<file path="src/rtl/qrs_peak_tracker.sv">
// ---------------------------------------------------------------------------
// qrs_peak_tracker
//
// Single-clock streaming R-peak detector. The design computes a level-LEVEL
// Haar detail coefficient on the fly, one per block of B = 2^LEVEL accepted
// samples. It then picks the strongest coefficient in each decision window
// of WIN_BLOCKS coefficients against an adaptive threshold. A detection
// reports the raw-sample maximum inside the winning block. A refractory
// period of REFRACT_BLOCKS coefficients follows each detection.
//
// Pipeline:
//   stage 1 (sample edge)  : phase/index counters, S1/S2 sums, per-block raw
//                            max; registers coef, |coef| and block max at the
//                            last sample of the block.
//   stage 2 (coef edge)    : SEARCH/REFRACT FSM, window bookkeeping, peak
//                            strobe and threshold update.
//
// Ports:
//   clock_iht   in   1        sole clock, rising edge
//   reset       in   1        synchronous, active-high
//   x_valid     in   1        x is accepted this cycle
//   x           in   DATA_W   signed ECG sample
//   coef_valid  out  1        one-cycle strobe, new detail coefficient
//   coef        out  CW       signed detail coefficient S1 - S2
//   peak_valid  out  1        one-cycle strobe, R peak detected
//   peak_addr   out  ADDR_W   sample index of the R peak (wrapped)
//   peak_amp    out  DATA_W   raw sample value at peak_addr
//   thr         out  CW       current adaptive threshold (unsigned)
// ---------------------------------------------------------------------------
module qrs_peak_tracker #(
    parameter int unsigned DATA_W         = 16,
    parameter int unsigned ADDR_W         = 32,
    parameter int unsigned LEVEL          = 3,
    parameter int unsigned WIN_BLOCKS     = 4,
    parameter int unsigned REFRACT_BLOCKS = 2,
    parameter int unsigned INIT_THR       = 64
) (
    input  logic                             clock_iht,
    input  logic                             reset,
    input  logic                             x_valid,
    input  logic signed [DATA_W-1:0]         x,
    output logic                             coef_valid,
    output logic signed [DATA_W+LEVEL-1:0]   coef,
    output logic                             peak_valid,
    output logic        [ADDR_W-1:0]         peak_addr,
    output logic signed [DATA_W-1:0]         peak_amp,
    output logic        [DATA_W+LEVEL-1:0]   thr
);

    localparam int unsigned CW      = DATA_W + LEVEL;
    localparam int unsigned CNT_MAX = (WIN_BLOCKS > REFRACT_BLOCKS) ? WIN_BLOCKS
                                                                     : REFRACT_BLOCKS;
    localparam int unsigned CNT_W   = $clog2(CNT_MAX + 1);

    localparam logic [CNT_W-1:0] WIN_LAST = CNT_W'(WIN_BLOCKS - 1);
    localparam logic [CNT_W-1:0] REF_LAST =
        CNT_W'((REFRACT_BLOCKS > 0) ? (REFRACT_BLOCKS - 1) : 0);
    localparam logic [CW-1:0]    THR_RST  = CW'(INIT_THR);
    localparam logic [CW-1:0]    THR_MIN  = CW'(1);

    // -----------------------------------------------------------------------
    // Stage 1: block accumulation
    // -----------------------------------------------------------------------
    logic        [ADDR_W-1:0] samp_idx_q;
    logic        [LEVEL-1:0]  phase_q;
    logic signed [CW-1:0]     s1_q;
    logic signed [CW-1:0]     s2_q;
    logic signed [DATA_W-1:0] run_max_q;
    logic        [ADDR_W-1:0] run_idx_q;

    logic                     coef_valid_q;
    logic signed [CW-1:0]     coef_q;
    logic        [CW-1:0]     mag_q;
    logic signed [DATA_W-1:0] blk_max_q;
    logic        [ADDR_W-1:0] blk_idx_q;

    logic signed [CW-1:0]     x_ext;
    logic signed [CW-1:0]     s1_sum;
    logic signed [CW-1:0]     s2_sum;
    logic signed [CW-1:0]     coef_new;
    logic        [CW-1:0]     mag_new;
    logic                     phase_last;
    logic                     first_half;
    logic                     take_new;
    logic signed [DATA_W-1:0] blk_max_new;
    logic        [ADDR_W-1:0] blk_idx_new;

    always_comb begin
        x_ext      = {{LEVEL{x[DATA_W-1]}}, x};
        phase_last = &phase_q;
        first_half = ~phase_q[LEVEL-1];
        s1_sum     = s1_q + x_ext;
        s2_sum     = s2_q + x_ext;
        // The last sample of a block always lands in the second half.
        coef_new   = s1_q - s2_sum;
        // |coef| fits in CW unsigned bits since coef never reaches -2^(CW-1).
        mag_new    = coef_new[CW-1] ? CW'(~coef_new + CW'(1)) : CW'(coef_new);
        // Strict compare keeps the first occurrence on ties.
        take_new    = (phase_q == '0) || (x > run_max_q);
        blk_max_new = take_new ? x : run_max_q;
        blk_idx_new = take_new ? samp_idx_q : run_idx_q;
    end

    always_ff @(posedge clock_iht) begin
        if (reset) begin
            samp_idx_q   <= '0;
            phase_q      <= '0;
            s1_q         <= '0;
            s2_q         <= '0;
            run_max_q    <= '0;
            run_idx_q    <= '0;
            coef_valid_q <= 1'b0;
            coef_q       <= '0;
            mag_q        <= '0;
            blk_max_q    <= '0;
            blk_idx_q    <= '0;
        end else begin
            coef_valid_q <= 1'b0;
            if (x_valid) begin
                samp_idx_q <= samp_idx_q + ADDR_W'(1);
                phase_q    <= phase_q + LEVEL'(1);
                if (phase_last) begin
                    coef_valid_q <= 1'b1;
                    coef_q       <= coef_new;
                    mag_q        <= mag_new;
                    blk_max_q    <= blk_max_new;
                    blk_idx_q    <= blk_idx_new;
                    s1_q         <= '0;
                    s2_q         <= '0;
                end else begin
                    if (first_half) begin
                        s1_q <= s1_sum;
                    end else begin
                        s2_q <= s2_sum;
                    end
                    run_max_q <= blk_max_new;
                    run_idx_q <= blk_idx_new;
                end
            end
        end
    end

    // -----------------------------------------------------------------------
    // Stage 2: detection FSM
    // -----------------------------------------------------------------------
    typedef enum logic {
        StSearch,
        StRefract
    } det_state_e;

    det_state_e               state_q,      state_d;
    logic        [CNT_W-1:0]  cnt_q,        cnt_d;
    logic                     found_q,      found_d;
    logic        [CW-1:0]     best_mag_q,   best_mag_d;
    logic        [ADDR_W-1:0] best_idx_q,   best_idx_d;
    logic signed [DATA_W-1:0] best_amp_q,   best_amp_d;
    logic        [CW-1:0]     thr_q,        thr_d;
    logic                     peak_valid_q, peak_valid_d;
    logic        [ADDR_W-1:0] peak_addr_q,  peak_addr_d;
    logic signed [DATA_W-1:0] peak_amp_q,   peak_amp_d;

    logic                     cand;
    logic                     found_now;
    logic        [CW-1:0]     best_now;
    logic        [ADDR_W-1:0] idx_now;
    logic signed [DATA_W-1:0] amp_now;
    logic        [CW:0]       thr_sum;
    logic        [CW-1:0]     thr_avg;
    logic        [CW-1:0]     thr_dec;

    always_comb begin
        state_d      = state_q;
        cnt_d        = cnt_q;
        found_d      = found_q;
        best_mag_d   = best_mag_q;
        best_idx_d   = best_idx_q;
        best_amp_d   = best_amp_q;
        thr_d        = thr_q;
        peak_valid_d = 1'b0;
        peak_addr_d  = peak_addr_q;
        peak_amp_d   = peak_amp_q;

        cand      = (mag_q >= (thr_q >> 1)) && (mag_q > best_mag_q);
        // Window-closing coefficient is folded in before the decision.
        found_now = found_q | cand;
        best_now  = cand ? mag_q     : best_mag_q;
        idx_now   = cand ? blk_idx_q : best_idx_q;
        amp_now   = cand ? blk_max_q : best_amp_q;
        thr_sum   = {1'b0, thr_q} + {1'b0, best_now};
        thr_avg   = thr_sum[CW:1];
        thr_dec   = thr_q - (thr_q >> 2);

        if (coef_valid_q) begin
            unique case (state_q)
                StSearch: begin
                    if (cand) begin
                        found_d    = 1'b1;
                        best_mag_d = mag_q;
                        best_idx_d = blk_idx_q;
                        best_amp_d = blk_max_q;
                    end
                    if (cnt_q == WIN_LAST) begin
                        if (found_now) begin
                            peak_valid_d = 1'b1;
                            peak_addr_d  = idx_now;
                            peak_amp_d   = amp_now;
                            thr_d        = (thr_avg < THR_MIN) ? THR_MIN : thr_avg;
                            if (REFRACT_BLOCKS > 0) begin
                                state_d = StRefract;
                            end
                        end else begin
                            thr_d = (thr_dec < THR_MIN) ? THR_MIN : thr_dec;
                        end
                        cnt_d      = '0;
                        found_d    = 1'b0;
                        best_mag_d = '0;
                    end else begin
                        cnt_d = cnt_q + CNT_W'(1);
                    end
                end
                StRefract: begin
                    if (cnt_q == REF_LAST) begin
                        state_d = StSearch;
                        cnt_d   = '0;
                    end else begin
                        cnt_d = cnt_q + CNT_W'(1);
                    end
                end
                default: begin
                    state_d = StSearch;
                    cnt_d   = '0;
                end
            endcase
        end
    end

    always_ff @(posedge clock_iht) begin
        if (reset) begin
            state_q      <= StSearch;
            cnt_q        <= '0;
            found_q      <= 1'b0;
            best_mag_q   <= '0;
            best_idx_q   <= '0;
            best_amp_q   <= '0;
            thr_q        <= THR_RST;
            peak_valid_q <= 1'b0;
            peak_addr_q  <= '0;
            peak_amp_q   <= '0;
        end else begin
            state_q      <= state_d;
            cnt_q        <= cnt_d;
            found_q      <= found_d;
            best_mag_q   <= best_mag_d;
            best_idx_q   <= best_idx_d;
            best_amp_q   <= best_amp_d;
            thr_q        <= thr_d;
            peak_valid_q <= peak_valid_d;
            peak_addr_q  <= peak_addr_d;
            peak_amp_q   <= peak_amp_d;
        end
    end

    assign coef_valid = coef_valid_q;
    assign coef       = coef_q;
    assign peak_valid = peak_valid_q;
    assign peak_addr  = peak_addr_q;
    assign peak_amp   = peak_amp_q;
    assign thr        = thr_q;

endmodule
</file>
<file path="config.mk">
export PLATFORM = sky130hd
export DESIGN_NAME = qrs_peak_tracker
export DESIGN_NICKNAME = d
export VERILOG_FILES = /design/src/rtl/qrs_peak_tracker.sv
export SDC_FILE = /design/constraint.sdc
export NUM_CORES = 1
export LEC_CHECK = 0
export CELL_PAD_IN_SITES_DETAIL_PLACEMENT = 1
export CELL_PAD_IN_SITES_GLOBAL_PLACEMENT = 2
export CORE_MARGIN = 1
export CORE_UTILIZATION = 40
export CTS_BUF_LIST = sky130_fd_sc_hd__clkbuf_16
export DETAILED_ROUTE_END_ITERATION = 12
export PLACE_DENSITY = 0.94
export SLEW_MARGIN = 20
export SYNTH_ARGS = -nofsm -noshare
export SYNTH_HDL_FRONTEND = slang
export SYNTH_SLANG_ARGS = --single-unit
</file>
<file path="constraint.sdc">
create_clock -name clock_iht -period 10.9 [get_ports clock_iht]
set_input_delay 1.635 -clock clock_iht [delete_from_list [all_inputs] [get_ports clock_iht]]
set_output_delay 1.635 -clock clock_iht [all_outputs]
set_load 0.01 [all_outputs]
</file>
==> flow_summary.toml, run 1 <==
[run_status]
outcome = "completed"

[hold_path]
whs_endpoint = "best_amp_q[9]"
hp-class = "flop to flop"
hold_path_depth = 2
min_from = "best_amp_q[9]"

[worst_setup_path]
critPathSlowestCell = "buf_4"
rr_worst_depth = 20
r2r-end = "thr[0]"
startpoint_type = "flop"
crit_required_ns = 11.40
reg2reg_from = "thr[17]"
path_class = "flop to flop"
startpoint = "thr[17]"
reg2reg_slack_ns = 4.20
worstPathArrival_ns = 7.20
crit_top_cell = "a21oi_1"
critPathMaxStageDelay_ns = 0.80
cp_max_fo = 62
endpoint_kind = "flop"
path_cells = "inv_1, ha_1, a21oi_1, o21ai_0, a2111oi_0, a21oi_1, nand2_4, buf_4, mux2_2, ha_1, nand2_1, o21ai_0, o21a_1, o41ai_1, a211oi_1, or2_2, o2111ai_1, a2111oi_0, or4b_1, a21oi_1"

[sta]
layout_setup_ws_ns = 4.20
maxSlewViolCount = 0
maxSlewHeadroom_pct = 26.1
skew_ns = 0.0200
hold_viol_final = 0
tightest_slew_ns = 1.11
finalCriticalPeriod_ns = 6.70
timing.setup.tns_ns = 0
finalSetupViolCount = 0
fmax_mhz = 149
finalCritPeriodShare_pct = 61.5
rsz0062_at_grt = "no"

[detailed_routing]
post_drt_wl_per_cell_um = 18.7
dr.pass1.iters = 4
wl_um = 59200
drc = 0
drt_iter0_drc = 949
vias_per_cell = 5.64
ant_nets = 0
vias = 17819

[run]
maxCapViolCount = 0

[final_layout]
nNetsFinal = 2646
num-fill-cells = 5879
final_layout_size_suffix_gt1_share_pct = 4.69
antenna_cells = 0
syn_to_final_growth_pct = 13.6

[clock_tree]
cts.hold.buffers_added = 0
clock-sinks = 347
cts_made_buffers = 39
tritoncts = "built"
clkLatencyLatePin_ns = 0.57
cts_setup_buffers = 0
cts_buffer_depth = 3
htreeDepth = 2
clkTransAtPathRegs_ns = 0.06
cts_resized = 0
cts_root_buffer = "clkbuf_16"

[place]
dp_slack_ns = 3.67
place.gp.congestion = 0.895
io_buffers = 106
hpwl_um = 43100

[grt]
grt_pass1_vias = 18622
grt_pass1_wl_um = 96400
grt_antenna_before_repair = 0
grtUsageTotal_pct = 23.3
grt_overflow = 0
grt_max_degree = 186

[logic_synthesis]
synth_area_um2 = 20100
syn-num-nets = 2618
syn_inst = 2442
synth_ff_type = "dfxtp_1"
seq_area_frac_synth_pct = 34.5
synth_seq_cells = 347
async_reset_ff_share_pct = 0
ys_types = 87
ys_warn_count = 0
avgSynthCellArea_um2 = 8.24
synth_edf_count = 0

[floorplan]
rows = 81
num_io_pins = 107
chipHeight_um = 226
die_w_um = 226
core_um2 = 49300
start_util_pct = 40.8
dieArea_um2 = 51200

[pwr]
cellLeakagePower_nw = 9.03
ir_worst_vdd_v = 0.0000837
pwr_density_cell_nw_per_um2 = 134
-- sequential cells by signal (all words and copies together), names as in the netlist, 18 cells and up --
| register | count |
|---|---|
| peak_addr | 32 |
| blk_idx_q | 32 |
| samp_idx_q | 32 |
| coef | 19 |
| best_mag_q | 19 |
| thr | 19 |
| s2_q | 19 |
| s1_q | 19 |
| best_idx_q | 32 |
| mag_q | 18 |
| run_idx_q | 32 |
-- layout make-up --
cell class                 instances  area, um2  area share (%)
clock buffer                      39        976            4.27
clock inverter                    28        206           0.903
inverter                         104        390            1.71
multi-input combinational       1854      12300            53.8
sequential                       347       6950            30.4
tap                              664        831            3.63
timing repair buffer             124       1210            5.31
-- routing by layer --
metal,share of wire [%],global-route usage (%),vias to the layer above
met4,3.0,7.61,0
met3,3.6,3.08,103
met2,47,39.7,288
li1,-,-,8760
met1,46,30.2,8668
met5,0,0,-
-- critical path: cells and delay by family (launching register included) --
| kind | cells | cell delay [ns] |
|---|---|---|
| compound gates | 11 | 2.91 |
| simple gates | 4 | 1.08 |
| buf+inv | 2 | 0.93 |
| fa+ha+maj | 2 | 0.77 |
| flops | 1 | 0.47 |
| mux | 1 | 0.45 |
-- per-stage QoR --
step                instance area, um2  power (W)  hold slack [ns]  utilization [%]  std cells
floorplan                        20100    0.00171            0.436                -       2442
global placement                 21700    0.00183            0.441             44.0       3093
detailed placement               21700    0.00185            0.447             44.0       3093
CTS                              22900    0.00311            0.455             46.4       3160
global route                     22900    0.00321            0.476             46.4       3160
finish                           22900    0.00307            0.455             46.4       3160
-- cells in the final DEF (no fill, tap or decap), types with 55 or more instances in the layout --
cell type	n
mux2i_1	121
a211oi_1	131
nor3_1	58
a21oi_1	192
dfxtp_1	347
xor2_1	56
ha_1	152
nor2_1	328
inv_1	115
o21ai_0	55
nand2_1	250
clkdlybuf4s50_1	105
-- cells in the mapped netlist, types with 5 or more instances --
master | instances | share of area (%)
dfxtp_1 | 347 | 35
xnor2_1 | 53 | 2.3
o211ai_1 | 11 | 0.41
nor2_1 | 330 | 6.2
nor3b_1 | 5 | 0.19
a2111oi_0 | 6 | 0.26
and2_1 | 20 | 0.62
fa_1 | 5 | 0.50
buf_1 | 10 | 0.19
o31a_1 | 5 | 0.22
or2_2 | 7 | 0.22
o21ai_0 | 55 | 1.4
o31ai_1 | 8 | 0.30
nor3_1 | 59 | 1.5
and4_1 | 9 | 0.39
inv_1 | 104 | 1.9
ha_1 | 152 | 9.5
a31oi_1 | 18 | 0.56
a21oi_1 | 192 | 4.8
and3_1 | 22 | 0.68
a22oi_1 | 29 | 1.1
mux2_2 | 19 | 1.1
nor4_1 | 8 | 0.25
nor2b_1 | 15 | 0.47
a211o_1 | 6 | 0.26
clkbuf_1 | 114 | 2.1
nand3_1 | 48 | 1.2
o21bai_1 | 10 | 0.37
or3_1 | 18 | 0.56
nand2b_1 | 11 | 0.34
xor2_1 | 56 | 2.4
mux2i_1 | 121 | 6.0
a21o_1 | 25 | 0.93
nand4_1 | 18 | 0.56
buf_2 | 9 | 0.22
a211oi_1 | 131 | 4.9
o21ai_1 | 6 | 0.15
o21a_1 | 36 | 1.3
a311oi_1 | 5 | 0.22
nand2_1 | 251 | 4.7
-- cell families (layout without fill, tap and decap cells) --
| group | Yosys count | in the layout | synth area share, % |
|---|---|---|---|
| adders and majority gates | 157 | 157 | 9.95 |
| muxes | 140 | 140 | 7.08 |
| xor gates and xnor gates | 110 | 110 | 4.86 |
| DFF | 347 | 347 | 34.5 |
| buffers and inverters | 241 | 295 | 4.62 |
| and+or+nand+nor | 845 | 845 | 18.9 |
| AOI/OAI and AO/OA | 602 | 602 | 20.0 |
-- how the worst max path moves through the flow --
stage / to / slack (ns) / depth (start not counted)
final: thr[0] / 4.20 / 20
after global routing: thr[0] / 3.50 / 20
after CTS: thr[0] / 4.19 / 20
after detailed placement: mag_q[7] / 3.67 / 20
after global placement: mag_q[7] / 4.00 / 20
after floorplan: mag_q[18] / 5.19 / 19
-- power by group --
part           leakage, nW  total [W]  switching [W]  internal, W
Combinational         5.61   0.000518       0.000328     0.000190
Sequential            2.80    0.00131      0.0000196      0.00129
Clock                0.618    0.00125       0.000549     0.000699
Power figures use the tool's default switching activity.
==> run 2, diff against run 1 <==
- CORE_UTILIZATION: 40 -> 37
- PLACE_DENSITY: 0.94 -> 0.88
- clock period: 10.9 -> 6.3 ns (I/O delays scaled with it)
==> run 2 against run 1 <==
Effect of this change: register-to-register slack worse by 3.8 ns; fmax rose by 14%; critical path depth fell by 2; non-clock buffer count increased by 17; sequential share of layout area fell by 0.31 points; core utilization decreased by 3.5 points; worst setup slack got worse by 3.8 ns; total power up 76%; clock power increased by 78%; critical path type unchanged; first-iteration DRC count fell by 2.7%; final cell count increased by 1.7%; largest cell class unchanged; global-route usage shrank 1.8 points.
==> flow_summary.toml, run 2 (same netlist as run 1, synthesis figures left out) <==
[run_status]
outcome = "completed"

[final_layout]
syn_to_final_growth_pct = 14.8
final_layout_size_suffix_gt1_share_pct = 5.52
antenna_cells = 0
layout_common_cells = "347 x dfxtp_1, 328 x nor2_1, 250 x nand2_1"
design_area_um2 = 23100
nNetsFinal = 2664
layout_commonest_cell = "dfxtp_1"

[detailed_routing]
dr.pass1.iters = 5
post_drt_wl_per_cell_um = 18.9
ant_nets = 0
vias_per_cell = 5.55
drc = 0
wl_um = 60700
drt_iter0_drc = 923
vias = 17818

[worst_setup_path]
critPathSlowestCell = "o41ai_1"
worstSetupEndpoint = "thr[0]"
crit_top_cell = "a21oi_1"
startpoint_type = "flop"
critPathMaxStageDelay_ns = 0.64
worstPathArrival_ns = 6.34
endpoint_kind = "flop"
path_class = "flop to flop"
reg2reg_from = "thr[6]"
path_delay_family = "compound AO/OA/AOI/OAI gates"
critPathBufInv = 1
crit_required_ns = 6.79
crit_cells = 18
startpoint = "thr[6]"
cp_max_fo = 15
reg2reg_slack_ns = 0.44
r2r-end = "thr[0]"
rr_worst_depth = 18
path_cells = "inv_1, ha_1, and4_1, o21ai_1, o31a_1, a21oi_1, nand2_4, o21ai_0, ha_1, a21oi_1, o21ai_0, o41ai_1, and2_1, xnor2_1, o2111ai_1, a2111oi_0, or4b_1, a21oi_1"

[sta]
tightest_slew_ns = 1.12
rsz0062_at_grt = "no"
finalCriticalPeriod_ns = 5.86
timing.setup.tns_ns = 0
maxSlewViolCount = 0
finalSetupViolCount = 0
fmax_mhz = 171
skew_ns = 0.0305
maxSlewHeadroom_pct = 25.1
finalCritPeriodShare_pct = 92.9
hold_viol_final = 0

[grt]
grt_antenna_before_repair = 0
grtUsageTotal_pct = 21.5
grt_pass1_wl_um = 96700
grt_max_degree = 209
grt_overflow = 0
grt_pass1_vias = 18089

[place]
post_dp_cell_area_um2 = 21800
place.gp.congestion = 0.873
hpwl_um = 44600
io_buffers = 106

[clock_tree]
cts_setup_buffers = 0
cts_made_buffers = 40
htreeDepth = 2
clkLatencyLatePin_ns = 0.58
tritoncts = "built"
clkTransAtPathRegs_ns = 0.06
cts_buffer_depth = 3
cts.hold.buffers_added = 0
cts_resized = 0
cts_root_buffer = "clkbuf_16"
clock-sinks = 347

[run]
maxCapViolCount = 0

[floorplan]
chipHeight_um = 235
start_util_pct = 37.4
num_io_pins = 107
dieArea_um2 = 55300
core_um2 = 53800
die_w_um = 235
rows = 85

[pwr]
cellLeakagePower_nw = 9.13
pwr_density_cell_nw_per_um2 = 234
ir_worst_vdd_v = 0.000155

[hold_path]
hp-class = "flop to flop"
run 2: final cells by class:
cell class | instances | area (um2)
clock buffer | 40 | 1000
inverter | 104 | 390
timing repair buffer | 141 | 1360
multi-input combinational | 1854 | 12300
sequential | 347 | 6950
fill | 6334 | 30700
clock inverter | 31 | 235
tap | 696 | 871
run 2: how the worst min path moves through the flow:
| stage | end | cells after the start | slack (ns) | startpoint |
|---|---|---|---|---|
| floorplan | run_idx_q[31] | 2 | 0.44 | run_idx_q[31] |
| global placement | best_amp_q[15] | 2 | 0.44 | best_amp_q[15] |
| detailed placement | run_idx_q[31] | 2 | 0.45 | run_idx_q[31] |
| CTS | run_idx_q[31] | 2 | 0.46 | run_idx_q[31] |
| global route | best_idx_q[31] | 2 | 0.47 | best_idx_q[31] |
| finish | best_amp_q[13] | 2 | 0.45 | best_amp_q[13] |
run 2: where the power goes:
group          leakage (nW)  switching (W)  internal, W  total [W]
clock                 0.640       0.000971      0.00125    0.00222
sequential             2.80      0.0000347      0.00223    0.00226
combinational          5.69       0.000581     0.000345   0.000927
total                  9.13        0.00159      0.00382    0.00541
run 2: tightest hold or removal path, stage by stage, from the launching register on:
cell and delay (ns):
dfxtp_1 0.30, nand2_1 0.05, a21oi_1 0.05
run 2: per-layer routing:
layer | share of wire, % | track usage [%] | vias up
met5 | 0 | 0 | -
met4 | 3.0 | 7.28 | 0
met3 | 2.7 | 2.64 | 103
met2 | 47 | 36.3 | 233
met1 | 47 | 28.2 | 8697
li1 | - | - | 8785
run 2: per-stage QoR:
| stage | cells | hold WS (ns) | setup slack [ns] | total power (W) | utilization, % |
|---|---|---|---|---|---|
| floorplan | 2442 | 0.436 | 0.880 | 0.00296 | - |
| global placement | 3141 | 0.441 | 0.402 | 0.00320 | 40.6 |
| detailed placement | 3141 | 0.448 | 0.316 | 0.00323 | 40.6 |
| CTS | 3212 | 0.457 | 0.418 | 0.00547 | 42.9 |
| global route | 3213 | 0.466 | 0.122 | 0.00565 | 42.9 |
| finish | 3213 | 0.453 | 0.444 | 0.00541 | 42.9 |
==> edit 1: new RTL, config.mk and constraints of run 2 <==
Make the reset (`reset`) asynchronous in 2 clocked blocks.
--- a/src/rtl/qrs_peak_tracker.sv
+++ b/src/rtl/qrs_peak_tracker.sv
@@ -101,7 +101,7 @@
         blk_idx_new = take_new ? samp_idx_q : run_idx_q;
     end
 
-    always_ff @(posedge clock_iht) begin
+    always_ff @(posedge clock_iht or posedge reset) begin
         if (reset) begin
             samp_idx_q   <= '0;
             phase_q      <= '0;
@@ -234,7 +234,7 @@
         end
     end
 
-    always_ff @(posedge clock_iht) begin
+    always_ff @(posedge clock_iht or posedge reset) begin
         if (reset) begin
             state_q      <= StSearch;
             cnt_q        <= '0;
Function: no difference found for any inputs over 4 cycles, from zero or initial values and one cycle with reset high; that may be too few to reach the edited logic, so the function may still have changed.
==> edit 1 against run 2 <==
Final area rose by 0.53%; sequential cell count unchanged; worst setup slack improved by 130 ps; wire length decreased by 9.2%; first-iteration DRC count down 14%; hold slack gained 26 ps; utilization up 0.31 points; area after synthesis down 0.16%; critical path type unchanged; largest cell class unchanged.
Power is not compared: it rests on default switching activity, and its combinational part moved more than twofold at a synthesized area within 25%.
==> edit 1: results <==
[global_route]
antenna_found_initial = 2
grt_pass1_vias = 16800
grt_max_degree = 121
grt_usage_pct = 20.2
grt_pass1_wl_um = 90400

[finish]
final_nets = 2312
fill_cells = 5967
layout-drive-gt1-share_pct = 9.83

[power_and_ir_drop]
p_leak_nw = 10.8
ir_drop_mv = 0.350

[routing]
drt_iter0_markers = 798
first_pass_iters = 5
drt_wl_total_um = 55100
vias = 15500

[setup_path]
max_stage_delay_ps = 520
cp_max_fo = 28
crit_family = compound AO/OA/AOI/OAI gates
critPathSlowestCell = buf_4
cp.arrival_ps = 6180

[sta]
final_max_slew_viol_count = 0
clock_skew_ps = 20.7
slew_headroom_pct = 36.9

[placement]
port_buffers = 106
dp_hpwl_um = 40400
gp_congestion = 0.860

[run_status]
outcome = finished clean

[synthesis]
ys_warn_count = 0
seq_area_frac_synth_pct = 43.2
synthTopCellsByCount = 346 x dfrtp_1, 278 x nand2_1, 226 x o21ai_0
post_synth_num_cell_types = 77
yosys-top-cells-area = dfrtp_1 43%, ha_1 9.5%, mux2_2 6.1%, o21ai_0 5.6%, nand2_1 5.2%
ys.flop_type = dfrtp_1
syn_nets = 2218
synth-async-reset-ratio_pct = 100

[cts]
clkTransAtPathRegs_ps = 60
root_buffer = clkbuf_16
post_cts_resized = 0
cts_htree_levels = 2
cts_buffers = 40
insertion_delay_ps = 580
post_cts_buffers = 0
cts.path.max_buffers = 3

[run]
drv_cap = 0

[min_path]
hold_path.class = reg2reg
edit 1: tightest hold or removal path, cell delays in order (launching register included):
cell     delay (ps)
dfrtp_1         340
nand2_1          50
o21ai_0          60
edit 1: layer usage:
metal | part of all wire (%) | global-route usage [%] | wire, µm
met1 | 46 | 26.1 | 25100
met5 | 0.020 | 0 | 11
met4 | 2.6 | 6.22 | 1460
met2 | 49 | 35.1 | 27000
met3 | 2.7 | 2.73 | 1500
edit 1: path summary, 6_finish.rpt:
kind | from | end | slack (ps) | depth (start not counted)
hold / removal | peak_addr[26]$_DFFE_PP0P_ | peak_addr[26]$_DFFE_PP0P_ | 480 | 2
min in group asynchronous | reset | coef[6]$_DFFE_PP0P_ | 870 | 2
setup / recovery | thr[11]$_DFFE_PP0P_ | thr[0]$_DFFE_PP0P_ | 580 | 22
setup reg to reg | thr[11]$_DFFE_PP0P_ | thr[0]$_DFFE_PP0P_ | 580 | 22
max in group asynchronous | reset | peak_amp[0]$_DFFE_PP0P_ | 4130 | 3
hold reg to reg | peak_addr[26]$_DFFE_PP0P_ | peak_addr[26]$_DFFE_PP0P_ | 480 | 2
edit 1: kinds of logic after synthesis:
kind of cell	after synthesis	synth area share, %
AND/OR/NAND/NOR	559	12.8
multiplexers	209	11.1
adder cells (fa/ha/maj)	157	9.97
AO/OA/AOI/OAI	472	14.2
flip-flops	347	43.2
buffers and inverters	176	3.39
XOR/XNOR	122	5.36
edit 1: layout make-up:
cell class | count | area, µm² | share of cell area [%]
clock inverters | 32 | 238 | 1.02
well taps | 696 | 871 | 3.75
inverters | 99 | 375 | 1.62
diodes | 1 | 2.50 | 0.0108
clock buffers | 40 | 1000 | 4.31
multi-input cells | 1520 | 10800 | 46.4
repair buffers | 128 | 1270 | 5.46
flip-flops and latches | 347 | 8680 | 37.4
edit 1: where the power goes:
group          leakage [nW]  switching [mW]  total (mW)  internal [mW]
registers              4.61           0.524        3.30           2.77
clock network         0.652           0.986        2.23           1.25
logic                  5.54            5.02        8.51           3.49
edit 1: stage by stage:
step                      instances  util [%]  instance area, µm²  setup slack [ps]
after floorplan                2042         -               20100               711
after CTS                      2861      43.2               23200               192
after detailed placement       2789      40.9               22000               242
after global routing           2862      43.2               23200              52.4
after global placement         2789      40.9               22000               352
final                          2863      43.2               23200               577
==> edit 2: new RTL, flow settings as in run 2 <==
Made on the original files. `ADDR_W`: 32 -> 48.
--- a/src/rtl/qrs_peak_tracker.sv
+++ b/src/rtl/qrs_peak_tracker.sv
@@ -29,7 +29,7 @@
 // ---------------------------------------------------------------------------
 module qrs_peak_tracker #(
     parameter int unsigned DATA_W         = 16,
-    parameter int unsigned ADDR_W         = 32,
+    parameter int unsigned ADDR_W         = 48,
     parameter int unsigned LEVEL          = 3,
     parameter int unsigned WIN_BLOCKS     = 4,
     parameter int unsigned REFRACT_BLOCKS = 2,
Ports: changed (resized peak_addr); port bits go from 107 to 123. The function was not compared with the original's and may differ.
==> edit 2 against run 2 <==
Critical path type unchanged; die area rose by 13%; clock power rose by 19%; wire length rose by 5.9%; largest cell class unchanged; power rose by 16%; critical path depth rose by 4; synthesized cell count rose by 13%; final area rose by 13%; area after synthesis rose by 13%; largest power group unchanged; worst setup slack improved by 90 ps; sequential cell count rose by 80; sequential share of layout area rose by 2.6 points.
==> edit 2: results <==
[setup_path]
max_stage_delay_ps = 720
cp_max_fo = 18
rr_worst_depth = 22
critPathSlowestCell = a2111oi_1
worstPathRequired_ps = 6820
rr_startpoint = thr[17]$_SDFFE_PP0P_

[routing]
drt_iter0_markers = 885
vias = 19700

[finish]
clock_tree_area_fraction_pct = 5.61
register_area_um2 = 8550
fin_util_pct = 43.2
layout-drive-gt1-share_pct = 5.48
multi_input_area_um2 = 13200
buf_share_pct = 6.06
layoutNonFillerInstCount = 3628
final_nets = 2983
fill_cells = 7046

[cts]
insertion_delay_ps = 600
cts_buffers = 49

[placement]
dp_cells = 3537
gp_congestion = 0.879
dp_hpwl_um = 45400
place_ws_ps = 76.6
dpl_cell_area_um2 = 24600

[min_path]
holdPathEnd = run_idx_q[7]$_SDFFE_PP0P_
min_from = run_idx_q[7]$_SDFFE_PP0P_

[sta]
clock_skew_ps = 24.8
holdWs_ps = 454

[synthesis]
postSynthCellCount = 2759
ys_ff_latch = 427
seq_area_frac_synth_pct = 37.7

[global_route]
grt_max_degree = 207
grt_pass1_wl_um = 105000

[run_status]
outcome = finished clean

[power_and_ir_drop]
ir_drop_mv = 0.168
edit 2: cell types whose count changed after synthesis, sizes merged, moves of 9 or more:
| cell | before | now |
|---|---|---|
| clkbuf | 116 | 142 |
| a211oi | 133 | 175 |
| dfxtp | 347 | 427 |
| nand2 | 251 | 373 |
| nand3 | 49 | 29 |
| nor3 | 59 | 50 |
| nor2 | 330 | 368 |
| inv | 104 | 88 |
| a21oi | 196 | 267 |
| o21a | 36 | 27 |
| and2 | 20 | 7 |
edit 2: per-layer routing:
layer	vias up	share of wire [%]	wire length, µm	GRT usage, %
met5	-	0	0	0
met4	0	2.9	1840	6.35
met3	105	2.6	1670	2.64
met2	238	47	30000	34.4
met1	9557	48	30800	26.8
li1	9795	-	-	-
edit 2: cell families after synthesis:
group	share of synthesized area (%)
simple gates	18.9
xor+xnor	4.70
compound gates	19.5
buf+inv	4.28
mux	6.19
fa+ha+maj	8.82
flops	37.7
edit 2: timing repair:
item,in CTS,in global routing
setup endpoints to repair,0,3
setup buffers,0,0
gates resized for setup,0,2
